$ cat config.mk
export PLATFORM = sky130hd
export DESIGN_NAME = mem_port_arbiter_flat
export DESIGN_NICKNAME = d
export VERILOG_FILES = /design/src/rtl/mem_port_arbiter_if.sv /design/src/rtl/mem_port_arbiter.sv /design/src/flat_wrapper.sv
export SDC_FILE = /design/constraint.sdc
export NUM_CORES = 1
export LEC_CHECK = 0
export CAP_MARGIN = 20
export CORE_MARGIN = 3
export CORE_UTILIZATION = 30
export CTS_CLUSTER_DIAMETER = 60
export DETAILED_ROUTE_END_ITERATION = 8
export HOLD_SLACK_MARGIN = 0.15
export PLACE_DENSITY = 0.66
export SETUP_SLACK_MARGIN = 0.4
export SLEW_MARGIN = 40
export SYNTH_ARGS = -nofsm -noshare
export SYNTH_HDL_FRONTEND = slang
export SYNTH_SLANG_ARGS = --single-unit
$ cat constraint.sdc
create_clock -name clk -period 1.7 [get_ports clk]
set_input_delay 0.34 -clock clk [delete_from_list [all_inputs] [get_ports clk]]
set_output_delay 0.34 -clock clk [all_outputs]
set_load 0.1 [all_outputs]
$ cat src/rtl/mem_port_arbiter_if.sv
// mem_port_arbiter_if: fetch, load/store and sram signal bundle for mem_port_arbiter
// slave modport is the arbiter side; master modport is the core plus sram side
// if_*: fetch request/grant/valid/data; ls_*: load/store request/grant/valid/data
// mem_*: shared sram address, byte-lane mask, active-low strobe, write data and drive enable
interface mem_port_arbiter_if #(
  parameter int AW = 32,
  parameter int DW = 32
);
  logic          if_req;
  logic [AW-1:0] if_addr;
  logic          if_gnt;
  logic          if_valid;
  logic [DW-1:0] if_rdata;
  logic          ls_req;
  logic          ls_we;
  logic [1:0]    ls_size;
  logic [AW-1:0] ls_addr;
  logic [DW-1:0] ls_wdata;
  logic          ls_gnt;
  logic          ls_valid;
  logic [DW-1:0] ls_rdata;
  logic [AW-1:0] mem_addr;
  logic [3:0]    mem_dsize;
  logic          mem_rwr;
  logic [DW-1:0] mem_wdata;
  logic          mem_wdata_oe;
  logic [DW-1:0] mem_rdata;
  modport slave (
    input  if_req, if_addr, ls_req, ls_we, ls_size, ls_addr, ls_wdata, mem_rdata,
    output if_gnt, if_valid, if_rdata, ls_gnt, ls_valid, ls_rdata,
    output mem_addr, mem_dsize, mem_rwr, mem_wdata, mem_wdata_oe
  );
  modport master (
    output if_req, if_addr, ls_req, ls_we, ls_size, ls_addr, ls_wdata, mem_rdata,
    input  if_gnt, if_valid, if_rdata, ls_gnt, ls_valid, ls_rdata,
    input  mem_addr, mem_dsize, mem_rwr, mem_wdata, mem_wdata_oe
  );
endinterface

$ cat src/rtl/mem_port_arbiter.sv
// mem_port_arbiter: single-port sram arbiter/sequencer between fetch and load/store paths
// ports: clk, rts (sync active-low reset), bus (mem_port_arbiter_if.slave), busy (FSM not IDLE)
// MEM_ARB_RR_EN defined: round-robin between simultaneous requests; undefined: ls over if
// reads take IDLE->READ->IDLE, stores IDLE->WRITE(WR_CYCLES)->RECOVER->IDLE
module mem_port_arbiter #(
  parameter int AW        = 32,
  parameter int DW        = 32,
  parameter int WR_CYCLES = 1
) (
  input  logic                   clk,
  input  logic                   rts,
  mem_port_arbiter_if.slave      bus,
  output logic                   busy
);
  typedef enum logic [1:0] {IDLE, READ, WRITE, RECOVER} state_t;
  state_t        state_q, state_d;
  logic [AW-1:0] addr_q, addr_d;
  logic [DW-1:0] wdata_q, wdata_d, if_rdata_q, if_rdata_d, ls_rdata_q, ls_rdata_d;
  logic [3:0]    dsize_q, dsize_d;
  logic [1:0]    cnt_q, cnt_d;
  logic          rwr_q, rwr_d, oe_q, oe_d, own_ls_q, own_ls_d;
  logic          if_valid_q, if_valid_d, ls_valid_q, ls_valid_d;
  logic          idle, if_gnt, ls_gnt;
  logic [3:0]    ls_mask;
  assign idle    = state_q == IDLE && rts;
  assign ls_mask = bus.ls_size == 2'd0 ? 4'b0001 : bus.ls_size == 2'd1 ? 4'b0011 : 4'b1111;
`ifdef MEM_ARB_RR_EN
  // last_ls_q = 1 means ls got the most recent grant, so fetch wins the next tie
  logic last_ls_q, last_ls_d;
  assign ls_gnt    = idle && bus.ls_req && !(bus.if_req && last_ls_q);
  assign last_ls_d = ls_gnt ? 1'b1 : if_gnt ? 1'b0 : last_ls_q;
  always_ff @(posedge clk)
    last_ls_q <= !rts ? 1'b0 : last_ls_d;
`else
  assign ls_gnt = idle && bus.ls_req;
`endif
  assign if_gnt = idle && bus.if_req && !ls_gnt;
  always_comb begin
    state_d    = state_q;
    addr_d     = addr_q;
    wdata_d    = wdata_q;
    dsize_d    = dsize_q;
    cnt_d      = cnt_q;
    rwr_d      = rwr_q;
    oe_d       = oe_q;
    own_ls_d   = own_ls_q;
    if_rdata_d = if_rdata_q;
    ls_rdata_d = ls_rdata_q;
    if_valid_d = 1'b0;
    ls_valid_d = 1'b0;
    case (state_q)
      IDLE: if (ls_gnt || if_gnt) begin
        own_ls_d = ls_gnt;
        addr_d   = ls_gnt ? bus.ls_addr : bus.if_addr;
        dsize_d  = ls_gnt ? ls_mask : 4'b1111;
        wdata_d  = bus.ls_wdata;
        cnt_d    = 2'd0;
        state_d  = ls_gnt && bus.ls_we ? WRITE : READ;
        rwr_d    = !(ls_gnt && bus.ls_we);
        oe_d     = ls_gnt && bus.ls_we;
      end
      READ: begin
        state_d    = IDLE;
        dsize_d    = 4'b0000;
        ls_rdata_d = own_ls_q ? bus.mem_rdata : ls_rdata_q;
        if_rdata_d = own_ls_q ? if_rdata_q : bus.mem_rdata;
        ls_valid_d = own_ls_q;
        if_valid_d = !own_ls_q;
      end
      WRITE: if (cnt_q == 2'(WR_CYCLES - 1)) begin
        state_d = RECOVER;
        rwr_d   = 1'b1;
      end else begin
        cnt_d = cnt_q + 2'd1;
      end
      RECOVER: begin
        state_d    = IDLE;
        oe_d       = 1'b0;
        dsize_d    = 4'b0000;
        ls_valid_d = 1'b1;
      end
      default: state_d = IDLE;
    endcase
  end
  always_ff @(posedge clk) begin
    if (!rts) begin
      state_q    <= IDLE;
      addr_q     <= '0;
      wdata_q    <= '0;
      dsize_q    <= 4'b0000;
      cnt_q      <= 2'd0;
      rwr_q      <= 1'b1;
      oe_q       <= 1'b0;
      own_ls_q   <= 1'b0;
      if_rdata_q <= '0;
      ls_rdata_q <= '0;
      if_valid_q <= 1'b0;
      ls_valid_q <= 1'b0;
    end else begin
      state_q    <= state_d;
      addr_q     <= addr_d;
      wdata_q    <= wdata_d;
      dsize_q    <= dsize_d;
      cnt_q      <= cnt_d;
      rwr_q      <= rwr_d;
      oe_q       <= oe_d;
      own_ls_q   <= own_ls_d;
      if_rdata_q <= if_rdata_d;
      ls_rdata_q <= ls_rdata_d;
      if_valid_q <= if_valid_d;
      ls_valid_q <= ls_valid_d;
    end
  end
  assign bus.if_gnt       = if_gnt;
  assign bus.ls_gnt       = ls_gnt;
  assign bus.if_valid     = if_valid_q;
  assign bus.ls_valid     = ls_valid_q;
  assign bus.if_rdata     = if_rdata_q;
  assign bus.ls_rdata     = ls_rdata_q;
  assign bus.mem_addr     = addr_q;
  assign bus.mem_dsize    = dsize_q;
  assign bus.mem_rwr      = rwr_q;
  assign bus.mem_wdata    = wdata_q;
  assign bus.mem_wdata_oe = oe_q;
  assign busy             = state_q != IDLE;
endmodule

$ cat src/flat_wrapper.sv
// flat-port wrapper written by rule: the top's interface ports become plain ports
module mem_port_arbiter_flat 
#(
  parameter int AW        = 32,
  parameter int DW        = 32,
  parameter int WR_CYCLES = 1
)
  (clk, rts, busy, bus_if_req, bus_if_addr, bus_ls_req, bus_ls_we, bus_ls_size, bus_ls_addr, bus_ls_wdata, bus_mem_rdata, bus_if_gnt, bus_if_valid, bus_if_rdata, bus_ls_gnt, bus_ls_valid, bus_ls_rdata, bus_mem_addr, bus_mem_dsize, bus_mem_rwr, bus_mem_wdata, bus_mem_wdata_oe);
  mem_port_arbiter_if #(.AW(AW), .DW(DW)) bus_i ();
  input  logic clk;
  input  logic rts;
  output logic busy;
  input wire logic [$bits(bus_i.if_req)-1:0] bus_if_req;
  input wire logic [$bits(bus_i.if_addr)-1:0] bus_if_addr;
  input wire logic [$bits(bus_i.ls_req)-1:0] bus_ls_req;
  input wire logic [$bits(bus_i.ls_we)-1:0] bus_ls_we;
  input wire logic [$bits(bus_i.ls_size)-1:0] bus_ls_size;
  input wire logic [$bits(bus_i.ls_addr)-1:0] bus_ls_addr;
  input wire logic [$bits(bus_i.ls_wdata)-1:0] bus_ls_wdata;
  input wire logic [$bits(bus_i.mem_rdata)-1:0] bus_mem_rdata;
  output wire logic [$bits(bus_i.if_gnt)-1:0] bus_if_gnt;
  output wire logic [$bits(bus_i.if_valid)-1:0] bus_if_valid;
  output wire logic [$bits(bus_i.if_rdata)-1:0] bus_if_rdata;
  output wire logic [$bits(bus_i.ls_gnt)-1:0] bus_ls_gnt;
  output wire logic [$bits(bus_i.ls_valid)-1:0] bus_ls_valid;
  output wire logic [$bits(bus_i.ls_rdata)-1:0] bus_ls_rdata;
  output wire logic [$bits(bus_i.mem_addr)-1:0] bus_mem_addr;
  output wire logic [$bits(bus_i.mem_dsize)-1:0] bus_mem_dsize;
  output wire logic [$bits(bus_i.mem_rwr)-1:0] bus_mem_rwr;
  output wire logic [$bits(bus_i.mem_wdata)-1:0] bus_mem_wdata;
  output wire logic [$bits(bus_i.mem_wdata_oe)-1:0] bus_mem_wdata_oe;
  assign bus_i.if_req = bus_if_req;
  assign bus_i.if_addr = bus_if_addr;
  assign bus_i.ls_req = bus_ls_req;
  assign bus_i.ls_we = bus_ls_we;
  assign bus_i.ls_size = bus_ls_size;
  assign bus_i.ls_addr = bus_ls_addr;
  assign bus_i.ls_wdata = bus_ls_wdata;
  assign bus_i.mem_rdata = bus_mem_rdata;
  assign bus_if_gnt = bus_i.if_gnt;
  assign bus_if_valid = bus_i.if_valid;
  assign bus_if_rdata = bus_i.if_rdata;
  assign bus_ls_gnt = bus_i.ls_gnt;
  assign bus_ls_valid = bus_i.ls_valid;
  assign bus_ls_rdata = bus_i.ls_rdata;
  assign bus_mem_addr = bus_i.mem_addr;
  assign bus_mem_dsize = bus_i.mem_dsize;
  assign bus_mem_rwr = bus_i.mem_rwr;
  assign bus_mem_wdata = bus_i.mem_wdata;
  assign bus_mem_wdata_oe = bus_i.mem_wdata_oe;
  mem_port_arbiter #(.AW(AW), .DW(DW), .WR_CYCLES(WR_CYCLES)) u_core (.clk(clk), .rts(rts), .bus(bus_i), .busy(busy));
endmodule
==> results of run 1 <==
## cells by family (layout without fill, tap and decap cells)
group / after synthesis / in the layout / share of synthesized area
AOI/OAI and AO/OA: 212 / 212 / 0.247
and+or+nand+nor: 207 / 212 / 0.168
adders and majority gates: 1 / 1 / 0.00231
buffers and inverters: 86 / 393 / 0.0660
DFF: 140 / 140 / 0.517
## sequential cells by signal, indices dropped and copies added, names as in the netlist
signal                   cells
u_core.own_ls_q              1
u_core.bus.mem_rwr           1
u_core.bus.if_valid          1
u_core.bus.mem_wdata        32
u_core.cnt_q                 2
u_core.bus.if_rdata         32
u_core.bus.mem_dsize         3
u_core.state_q               2
u_core.bus.ls_rdata         32
u_core.bus.mem_addr         32
u_core.bus.mem_wdata_oe      1
u_core.bus.ls_valid          1
## critical path, stage by stage (launching register included)
cell and delay, ns:
dfxtp_2 0.32, or3b_4 0.44, nor2_4 0.14, buf_12 0.18
## stage by stage
stage	instance area (sq um)	hold slack, ns
finish	12100	0.467
floorplan	5660	0.464
global route	12100	0.463
CTS	11100	0.459
detailed placement	10100	0.470
global placement	10100	0.469
## cell usage after synthesis (3+ instances only)
cell	number	area [sq um]
o211a_1	3	30.0
a221oi_1	16	140
o221a_2	16	180
nand2_1	135	507
clkbuf_1	48	180
o21ai_0	33	165
inv_1	23	86.3
nand3_1	33	165
a21oi_1	103	515
o22ai_1	16	100
dfxtp_1	140	2800
a2bb2oi_1	16	140
buf_2	10	50.1
nor2_1	21	78.8
## what timing repair did
action | CTS | global route
endpoints found under the setup margin | 236 | 257
buffers inserted | 6 | 8
resized for setup | 136 | 213
endpoints found under the hold margin | 0 | 0
pin swaps | 6 | 72
gates cloned | 6 | 11
## per-layer routing
layer	part of all wire	track usage	wire length, um
met1	0.38	0.221	8610
met2	0.52	0.343	11600
met3	0.078	0.0673	1750
met4	0.019	0.0607	430
met5	0	0	0
## power by group
group          internal (mW)  leakage [nW]  switching (mW)
Combinational           1.59          2.98            2.26
Clock                   2.36         0.294            1.48
Sequential              3.52          1.20           0.233
## worst max path at each step
| stage | from | end | depth (start not counted) |
|---|---|---|---|
| global placement | rts | u_core.bus.mem_wdata[3] | 5 |
| detailed placement | rts | u_core.bus.mem_wdata[9] | 5 |
| global route | u_core.state_q[1] | bus_if_gnt | 3 |
| floorplan | rts | bus_if_gnt | 5 |
| CTS | u_core.state_q[0] | bus_ls_gnt | 3 |
| finish | u_core.state_q[0] | bus_if_gnt | 3 |
## layout make-up
class	count	area, sq um	area share
Inverter	24	95.1	0.00786
Timing Repair Buffer	337	5080	0.420
Clock buffer	19	443	0.0366
Multi-Input combinational cell	425	3040	0.251
Tap cell	225	282	0.0233
Sequential cell	140	2990	0.247
Clock inverter	13	165	0.0137
==> results.sh, run 1 <==
export IMPL_num_vias=6002
export IMPL_place_congestion=0.753
export IMPL_avgViaCountPerCell=5.07
export IMPL_max_slew_margin=0.737
export IMPL_final_nets=1081
export IMPL_post_drt_wl_per_cell_um=18.9
export IMPL_drive_above_1_share=0.579
export IMPL_setup_viol=3
export IMPL_final_common_cell="buf_12"
export IMPL_synth_seq_cells=140
export IMPL_tns_ns=-0.292
export IMPL_post_route_util=0.692
export IMPL_end_kind="output pin"
export IMPL_cts_htree_levels=4
export IMPL_cap_violations=0
export IMPL_initial_core_util=0.310
export IMPL_p_leak_nw=4.48
export IMPL_cp_max_fo=3
export IMPL_synth_area_sq_um=5420
export IMPL_drtIter0Drc=210
export IMPL_cts_sinks=140
export IMPL_r2r_start="u_core.state_q[0]"
export IMPL_num_fill_cells=1239
export IMPL_syn_inst=646
export IMPL_grt_pass1_vias=5694
export IMPL_final_cell_mix="buf_12 (158), dfxtp_2 (133), clkdlybuf4s50_1 (132)"
export IMPL_cp_required_ns=1.36
export IMPL_grt_start_max_net_pins=39
export IMPL_p_per_area_nw_per_um2=946
export IMPL_fin_crit_ns=1.83
export IMPL_hold_class="flop to flop"
export IMPL_root_buffer="clkbuf_16"
export IMPL_clock_skew_ns=0.00810
export IMPL_die_area_sq_um=19700
export IMPL_status="finished, violations left"
export IMPL_tightest_slew_ns=0.393
export IMPL_hold_viol_final=0
export IMPL_min_from="u_core.bus.ls_rdata[0]"
export IMPL_core_area_sq_um=17500
export IMPL_reg2reg_to="u_core.bus.mem_dsize[2]"
export IMPL_whs_path_depth=2
export IMPL_cts_tree="done"
export IMPL_port_buffers=273
export IMPL_pin_count=274
export IMPL_grt_pass1_wl_mm=30.5
export IMPL_die_x_um=140
export IMPL_crit_path_start_kind="flop"
export IMPL_dr_pass1_iters=4
export IMPL_yosys_warnings=0
export IMPL_area_growth_syn_to_layout_pct=123
export IMPL_track_usage=0.195
export IMPL_critPathKind="flop to output pin"
export IMPL_dp_cells=1120
export IMPL_clk_insertion_delay_late_ns=0.41
export IMPL_whs_endpoint="u_core.bus.ls_rdata[0]"
export IMPL_arrival_ns=1.49
export IMPL_synth_edf_count=0
export IMPL_hold_buffers=0
export IMPL_fp_dieH_um=140
export IMPL_synthesis_nets=782
export IMPL_rows=48
export IMPL_violations="setup timing"
export IMPL_dpl_hpwl_mm=13.7
export IMPL_synth_area_per_cell_sq_um=8.39
export IMPL_cts_made_buffers=17
export IMPL_async_reset_ff_frac=0
export IMPL_clkSlewWorstSetupHoldPaths_ns=0.06
export IMPL_fmax_mhz=545
export IMPL_final_instance_count_excl_fill=1183
export IMPL_drc=0
export IMPL_worst_ir_drop_vdd_mv=0.668
export IMPL_cts_path_max_buffers=2
export IMPL_seq_area_frac_synth=0.517
export IMPL_gr_total_overflow=0
export IMPL_routed_wl_mm=22.4
export IMPL_place_ws_ns=-0.319
export IMPL_ys_types=38
export IMPL_drv_slew=0
export IMPL_r2r_cells=6
export IMPL_rsz0062_at_grt="true"
export IMPL_r2r_slack_ns=0.02
export IMPL_setup_ws_ns=-0.135
export IMPL_total_power_mw=11.4
export IMPL_n_antenna_cell=0
export IMPL_fin_crit_sh=1.08
export IMPL_detail_route_antenna_nets=0
export IMPL_synth_ff_type="dfxtp_1"
export IMPL_antenna_found_initial=0
Note: power is estimated with default switching activity, not from simulation.
==> inputs of run 2 (changes only) <==
CORE_MARGIN = 2   (was 3)
TNS_END_PERCENT = 10   (was default)
==> results.sh, run 2 (same netlist as run 1, synthesis figures left out) <==
export IMPL_dr_pass1_iters=4
export IMPL_final_instance_count_excl_fill=1165
export IMPL_p_per_area_nw_per_um2=980
export IMPL_hold_class="flop to flop"
export IMPL_fmax_mhz=548
export IMPL_tightest_slew_ns=0.438
export IMPL_drive_above_1_share=0.526
export IMPL_ff_latch_area_sq_um=3020
export IMPL_cts_tree="done"
export IMPL_multi_input_area_sq_um=2890
export IMPL_port_buffers=273
export IMPL_fin_crit_sh=1.07
export IMPL_p_leak_nw=4.35
export IMPL_min_from="u_core.bus.if_rdata[30]"
export IMPL_clkSlewWorstSetupHoldPaths_ns=0.06
export IMPL_grt_start_max_net_pins=72
export IMPL_post_route_util=0.656
export IMPL_grt_pass1_vias=5733
export IMPL_p_sw_mw=3.85
export IMPL_p_seq_frac=0.325
export IMPL_cap_violations=0
export IMPL_cts_path_max_buffers=2
export IMPL_fp_dieH_um=138
export IMPL_dp_cells=1123
export IMPL_dpl_hpwl_mm=13.0
export IMPL_antenna_found_initial=1
export IMPL_final_nets=1058
export IMPL_total_power_mw=11.5
export IMPL_tns_ns=-0.301
export IMPL_r2r_start="u_core.state_q[0]"
export IMPL_pin_count=274
export IMPL_cts_htree_levels=4
export IMPL_crit_path_start_kind="flop"
export IMPL_area_growth_syn_to_layout_pct=116
export IMPL_die_area_sq_um=19200
export IMPL_arrival_ns=1.49
export IMPL_drtIter0Drc=194
export IMPL_track_usage=0.194
export IMPL_initial_core_util=0.304
export IMPL_detail_route_antenna_nets=0
export IMPL_whs_endpoint="u_core.bus.if_rdata[30]"
export IMPL_clk_insertion_delay_late_ns=0.41
export IMPL_root_buffer="clkbuf_16"
export IMPL_violations="setup timing"
export IMPL_rows=49
export IMPL_cts_sinks=140
export IMPL_cp_required_ns=1.36
export IMPL_setup_viol=3
export IMPL_r2r_cells=9
export IMPL_setup_ws_ns=-0.126
export IMPL_reg2reg_to="u_core.bus.mem_addr[4]"
export IMPL_post_drt_wl_per_cell_um=16.8
export IMPL_routed_wl_mm=19.6
export IMPL_worst_ir_drop_vdd_mv=0.656
export IMPL_final_cell_mix="buf_12 (155), clkdlybuf4s50_1 (133), dfxtp_2 (118)"
export IMPL_r2r_slack_ns=0.01
export IMPL_core_area_sq_um=17800
export IMPL_max_slew_margin=0.708
export IMPL_critPathKind="flop to output pin"
export IMPL_place_congestion=0.779
export IMPL_num_vias=5801
export IMPL_gr_total_overflow=0
export IMPL_num_fill_cells=1321
export IMPL_die_x_um=138
export IMPL_final_common_cell="buf_12"
export IMPL_grt_pass1_wl_mm=30.0
export IMPL_hold_buffers=0
export IMPL_cp_max_fo=3
export IMPL_hold_viol_final=0
export IMPL_end_kind="output pin"
export IMPL_share_comb_of_total_power=0.320
export IMPL_netSwitchingFraction=0.336
export IMPL_place_ws_ns=-0.348
export IMPL_p_int_mw=7.61
export IMPL_drc=0
export IMPL_clock_skew_ns=0.00528
export IMPL_whs_path_depth=2
export IMPL_clockPowerShare=0.355
export IMPL_fin_crit_ns=1.83
export IMPL_status="finished, violations left"
export IMPL_drv_slew=0
export IMPL_rsz0062_at_grt="true"
export IMPL_avgViaCountPerCell=4.98
export IMPL_cts_made_buffers=17
run 2: changes by cell type in the layout (fill, tap and decap cells not counted), sizes merged:
cell,delta
clkdlybuf4s50,+1
or3b,-4
nor2,-1
dlygate4sd2,-1
clkbuf,-3
clkinvlp,-2
inv,-2
bufinv,+1
buf,-12
diode,+1
run 2: how the worst max path moves through the flow:
stage	start	to	slack, ns	depth (start not counted)
6_report	u_core.state_q[1]	bus_ls_gnt	-0.13	3
5_1_grt	u_core.state_q[1]	bus_if_gnt	-0.16	3
4_1_cts	u_core.state_q[0]	bus_if_gnt	-0.19	3
3_5_place_dp	rts	u_core.bus.mem_wdata[7]	-0.35	5
3_3_place_gp	rts	u_core.bus.mem_wdata[20]	-0.27	5
2_1_floorplan	rts	bus_if_gnt	-0.22	5
run 2: power groups by stage:
stage | registers, mW | clock network (mW) | logic (mW)
floorplan | 5.00 | 0 | 0.627
global placement | 3.75 | 0 | 3.36
detailed placement | 3.76 | 0 | 3.38
CTS | 3.73 | 4.13 | 3.54
global route | 3.75 | 4.32 | 3.80
finish | 3.73 | 4.07 | 3.67
run 2: area by class of cell:
cell class / count / area share
Antenna cell: 1 / 0.000214
Clock buffer: 22 / 0.0415
Clock inverter: 10 / 0.0137
Inverter: 24 / 0.00781
Multi-Input combinational cell: 420 / 0.247
Sequential cell: 140 / 0.258
Tap cell: 229 / 0.0245
Timing Repair Buffer: 319 / 0.407
run 2: timing repair:
action                                  4_1_cts  5_1_grt
buffers inserted                              5        1
endpoints found under the setup margin      243      259
resized for setup                           227      111
gates cloned                                  1        2
pin swaps                                    36       70
run 2: through the flow:
step                hold slack (ns)  instance area [sq um]
floorplan                     0.464                   5480
global placement              0.472                  10000
detailed placement            0.483                  10000
CTS                           0.459                  11200
global route                  0.481                  11700
finish                        0.469                  11700
run 2: critical path, stage by stage, from the launching register on:
cell	delay [ns]
dfxtp_2	0.32
or3b_4	0.45
nor2_4	0.12
buf_12	0.18
run 2: layer usage:
metal  track usage  vias to the layer above  wire (um)
met1         0.226                     2731       7690
met5             0                        -          0
met4        0.0741                        0        514
met3        0.0675                       41       1460
li1              -                     2818          -
met2         0.327                      211       9950
